`src/rtl/hilo_multu.sv`:
```
// Iterative unsigned multiplier with architectural HI/LO registers (MULTU/MFHI/MFLO).
// Define HILO_MULTU_RADIX4_EN to retire two multiplier bits per RUN cycle instead of one.
module hilo_multu #(
    parameter int WIDTH = 32
) (
    input  logic             clk,
    input  logic             rst_n,
    input  logic             start,
    input  logic             hilo_sel,
    input  logic [WIDTH-1:0] a,
    input  logic [WIDTH-1:0] b,
    output logic             stall,
    output logic             done,
    output logic [WIDTH-1:0] hi,
    output logic [WIDTH-1:0] lo,
    output logic [WIDTH-1:0] hilo_out,
    output logic [1:0]       state_dbg
);

    // Handshake: start is a level request from the decoder; it is accepted only in IDLE,
    // stall stays high until the product is in HI/LO, and start seen in DONE is ignored.
    typedef enum logic [1:0] {
        IDLE = 2'd0,
        RUN  = 2'd1,
        DONE = 2'd2
    } state_t;

    localparam int CW = $clog2(WIDTH + 1);

    state_t           state, state_nx;
    logic [WIDTH-1:0] mcand;
    logic [WIDTH-1:0] mplier;
    logic [WIDTH-1:0] acc;
    logic [WIDTH-1:0] acc_nx;
    logic [WIDTH-1:0] mplier_nx;
    logic [CW-1:0]    cnt;
    logic             last_iter;

`ifdef HILO_MULTU_RADIX4_EN
    localparam int ITERS = WIDTH / 2;

    logic [WIDTH+1:0] pp;
    logic [WIDTH+1:0] sum;

    always_comb begin
        case (mplier[1:0])
            2'd0:    pp = '0;
            2'd1:    pp = {2'b00, mcand};
            2'd2:    pp = {1'b0, mcand, 1'b0};
            default: pp = {2'b00, mcand} + {1'b0, mcand, 1'b0};
        endcase
        sum       = {2'b00, acc} + pp;
        acc_nx    = sum[WIDTH+1:2];
        mplier_nx = {sum[1:0], mplier[WIDTH-1:2]};
    end
`else
    localparam int ITERS = WIDTH;

    logic [WIDTH:0] sum;

    always_comb begin
        sum       = mplier[0] ? ({1'b0, acc} + {1'b0, mcand}) : {1'b0, acc};
        acc_nx    = sum[WIDTH:1];
        mplier_nx = {sum[0], mplier[WIDTH-1:1]};
    end
`endif

    assign last_iter = (cnt == CW'(1));

    always_ff @(posedge clk or negedge rst_n) begin
        if (!rst_n) state <= IDLE;
        else        state <= state_nx;
    end

    always_comb begin
        state_nx = state;
        case (state)
            IDLE:    if (start) state_nx = RUN;
            RUN:     if (last_iter) state_nx = DONE;
            DONE:    state_nx = IDLE;
            default: state_nx = IDLE;
        endcase
    end

    // HI/LO are written only on the final iteration, so an aborted run leaves them untouched.
    always_ff @(posedge clk or negedge rst_n) begin
        if (!rst_n) begin
            mcand  <= '0;
            mplier <= '0;
            acc    <= '0;
            cnt    <= '0;
            hi     <= '0;
            lo     <= '0;
        end else begin
            case (state)
                IDLE: begin
                    if (start) begin
                        mcand  <= a;
                        mplier <= b;
                        acc    <= '0;
                        cnt    <= CW'(ITERS);
                    end
                end
                RUN: begin
                    acc    <= acc_nx;
                    mplier <= mplier_nx;
                    cnt    <= cnt - CW'(1);
                    if (last_iter) begin
                        hi <= acc_nx;
                        lo <= mplier_nx;
                    end
                end
                default: ;
            endcase
        end
    end

    assign stall     = ((state == IDLE) && start) || (state == RUN);
    assign done      = (state == DONE);
    assign hilo_out  = hilo_sel ? lo : hi;
    assign state_dbg = state;

endmodule

```
`config.mk`:
```
export PLATFORM = sky130hd
export DESIGN_NAME = hilo_multu
export DESIGN_NICKNAME = d
export VERILOG_FILES = /design/src/rtl/hilo_multu.sv
export SDC_FILE = /design/constraint.sdc
export NUM_CORES = 1
export LEC_CHECK = 0
export BUFFER_PORTS_ARGS = -buffer_cell sky130_fd_sc_hd__buf_2
export CORE_AREA = 4 4 133 135
export DETAILED_ROUTE_END_ITERATION = 10
export DIE_AREA = 0 0 137 139
export PLACE_DENSITY = 0.79
export SYNTH_ARGS = -nofsm -noshare
export SYNTH_HDL_FRONTEND = slang
export SYNTH_SLANG_ARGS = --single-unit
```
`constraint.sdc`:
```
create_clock -name clk -period 5.33 [get_ports clk]
set_input_delay 1.066 -clock clk [delete_from_list [all_inputs] [get_ports clk]]
set_output_delay 1.066 -clock clk [all_outputs]
set_load 0.005 [all_outputs]
```
==> results.sh <==
export IMPL_post_cts_setup_buffers=0
export IMPL_synth_async_reset_ratio_pct=100.0
export IMPL_ioPinCount=168
export IMPL_setup_worst_path_class="input port to output port"
export IMPL_track_usage_pct=25.74
export IMPL_dieArea_sq_um=19040
export IMPL_diodes=0
export IMPL_setup_worst_path_end_class="output port"
export IMPL_cp_endpoint="hilo_out[28]"
export IMPL_num_vias=7760
export IMPL_post_synthesis_cells=992
export IMPL_synth_main_ff_cell="sky130_fd_sc_hd__dfrtp_1"
export IMPL_route_detailed_drc=0
export IMPL_setup_reg_to_reg_worst_slack_ns=2.25
export IMPL_clock_path_buffers=2
export IMPL_drtPass1Iterations=7
export IMPL_drt_wl_total_um=23820
export IMPL_avgRoutedWirePerCell_um=17.52
export IMPL_row_count=47
export IMPL_dp_hpwl_um=16380
export IMPL_status="completed"
export IMPL_hold_buf_count_cts=0
export IMPL_grt_max_degree=98
export IMPL_initial_utilization_pct=54.64
export IMPL_post_cts_resized_instances=0
export IMPL_design_core_area_sq_um=16470
export IMPL_post_route_setup_tns_ns=0
export IMPL_cts_root_buf="sky130_fd_sc_hd__clkbuf_16"
export IMPL_grt_pass1_wl_um=39430
export IMPL_tightestPinTransition_ns=0.8808
export IMPL_synthToLayoutAreaGrowth_pct=17.20
export IMPL_drv_cap=0
export IMPL_yosys_cell_types_count=73
export IMPL_drtAntennaViolNets=0
export IMPL_die_w_um=137
export IMPL_gpl_final_weighted_congestion=0.8791
export IMPL_drtIter0Drc=793
export IMPL_ys_ff_latch=168
export IMPL_fillerInstances=1386
export IMPL_syn_avg_cell_area_sq_um=9.069
export IMPL_grt_antenna_before_repair=0
export IMPL_worstSetupPathDepth=3
export IMPL_timing_clock_skew_ns=0.01522
export IMPL_max_slew_margin_rel_pct=41.28
export IMPL_timing_final_hold_violations=0
export IMPL_synth_cell_area_sq_um=8996
export IMPL_crit_arrival_ns=2.21
export IMPL_path_max_fanout=32
export IMPL_layout_min_cycle_time_ns=3.273
export IMPL_seq_area_sq_um=4204
export IMPL_ff2ff_path_depth=10
export IMPL_drt_vias_per_instance=5.706
export IMPL_vdd_ir_drop_max_uv=320.1
export IMPL_r2r_end="hi[27]"
export IMPL_io_buffers=167
export IMPL_timing_critical_path_max_delay_family="buffers and inverters"
export IMPL_clk_pin_slew_worst_setup_hold_paths_ns=0.07
export IMPL_htree_num_levels=4
export IMPL_fin_crit_sh_pct=61.40
export IMPL_cts_tree="yes"
export IMPL_cpMaxStageDelayCell="sky130_fd_sc_hd__buf_2"
export IMPL_crit_path_start="hilo_sel"
export IMPL_numCtsBuffers=17
export IMPL_worst_path_most_repeated_cell="sky130_fd_sc_hd__buf_2"
export IMPL_crit_required_ns=4.26
export IMPL_crit_chain="buf_2, mux2_2, buf_2"
export IMPL_maxSlewViolCount=0
export IMPL_grt_remaining_overflow=0
export IMPL_max_freq_mhz=305.6
export IMPL_pwr_density_cell_nw_per_um2=652.8
export IMPL_top_library_cells_by_usage_in_the_layout_fill_and_taps_aside="sky130_fd_sc_hd__nand2_1 (311), sky130_fd_sc_hd__dfrtp_1 (168), sky130_fd_sc_hd__buf_2 (166), sky130_fd_sc_hd__o21ai_0 (104), sky130_fd_sc_hd__a21oi_1 (41)"
export IMPL_most_frequent_standard_cell_in_the_layout_excluding_fill_and_tap_cells="sky130_fd_sc_hd__nand2_1"
export IMPL_yosys_warnings=0
export IMPL_worst_hold_class="flip-flop to flip-flop"
export IMPL_setup_viol=0
export IMPL_synth_nets=1095
export IMPL_worstReg2RegStart="mcand[0]"
export IMPL_cts_sinks=168
export IMPL_power_leakage_nw=5.328
export IMPL_seq_area_frac_synth_pct=46.73
export IMPL_cp_slowest_stage_delay_ns=0.58
export IMPL_grt_setup_unrepaired="false"
export IMPL_worst_skew_pair_late_latency_ns=0.43
export IMPL_final_core_util_pct=64.04
export IMPL_drive_gt1_share_pct=23.07
export IMPL_synth_enable_flop_cells=0
export IMPL_multi_input_comb_area_sq_um=4439
export IMPL_design_final_nets=1230
export IMPL_startpoint_type="input port"
export IMPL_vias_in_the_first_global_route=7547
export IMPL_worstPathBufferInverterCount=2
export IMPL_die_height_um=139
==> area by class of cell <==
type                    count  area share, %
well taps                 220          2.611
inverters                  10         0.3560
clock inverters            14          2.219
multi-input cells         752          42.10
repair buffers            178          8.769
clock buffers              18          4.070
flip-flops and latches    168          39.87
==> report_power, final <==
part,switching (mW),leakage (nW),internal [mW]
Clock,0.542,0.317,0.847
Sequential,0.508,2.14,1.84
Combinational,1.83,2.87,1.31
Total,2.89,5.33,4.00
==> stage by stage <==
step	instance area [sq um]	hold slack (ns)	setup WS (ns)	total power, mW	cells
final	10540	0.4892	2.057	6.884	1360
after CTS	10540	0.4942	2.049	6.876	1360
after floorplan	8996	0.4523	2.305	4.456	992
after detailed placement	9881	0.4723	2.048	5.423	1328
after global routing	10540	0.5168	2.018	7.400	1360
after global placement	9881	0.4724	2.108	5.337	1328
==> tightest hold or removal path: stages, from the launching register on <==
cell and delay (ns):
sky130_fd_sc_hd__dfrtp_1 0.35, sky130_fd_sc_hd__nand2_1 0.05, sky130_fd_sc_hd__nand2_1 0.06
==> how the worst min path moves through the flow <==
| stage | slack, ns | to | cells after the start | start |
|---|---|---|---|---|
| 2_1_floorplan | 0.45 | mcand[0] | 2 | mcand[0] |
| 6_report | 0.49 | mcand[24] | 2 | mcand[24] |
| 5_1_grt | 0.52 | mcand[6] | 2 | mcand[6] |
| 3_3_place_gp | 0.47 | mcand[22] | 2 | mcand[22] |
| 3_5_place_dp | 0.47 | mcand[21] | 2 | mcand[21] |
| 4_1_cts | 0.49 | mcand[4] | 2 | mcand[4] |
==> registers in the layout, indices dropped and copies added, names as in the netlist <==
| name | flops |
|---|---|
| mplier | 32 |
| state_dbg | 2 |
| hi | 32 |
| cnt | 6 |
| acc | 32 |
| lo | 32 |
| mcand | 32 |
==> Yosys cell counts, drive strengths merged (15+ instances only) <==
cell      n  area (sq um)
a21oi    41         205.2
ha       34         425.4
o21ai   106         530.5
mux2     35         394.1
a22oi    30         225.2
dfrtp   168          4204
xnor2    17         148.9
mux2i    27         270.3
nand3    15         75.07
clkbuf   47         212.7
nor2     17         66.32
nand2   311          1167
==> kinds of logic after synthesis <==
logic type	count (synthesis)	synth area share, %
AO/OA/AOI/OAI	240	16.36
adder cells (fa/ha/maj)	35	4.951
AND/OR/NAND/NOR	388	17.89
buffers and inverters	72	4.061
XOR/XNOR	27	2.629
multiplexers	62	7.385
flip-flops	168	46.73
==> layer usage <==
metal	vias up	wire, um	global-route usage [%]
met5	-	0	0
li1	3712	-	-
met1	3732	10880	38.55
met4	0	365	6.460
met3	34	1618	4.898
met2	282	10960	38.73
(Power assumes the default switching activity.)
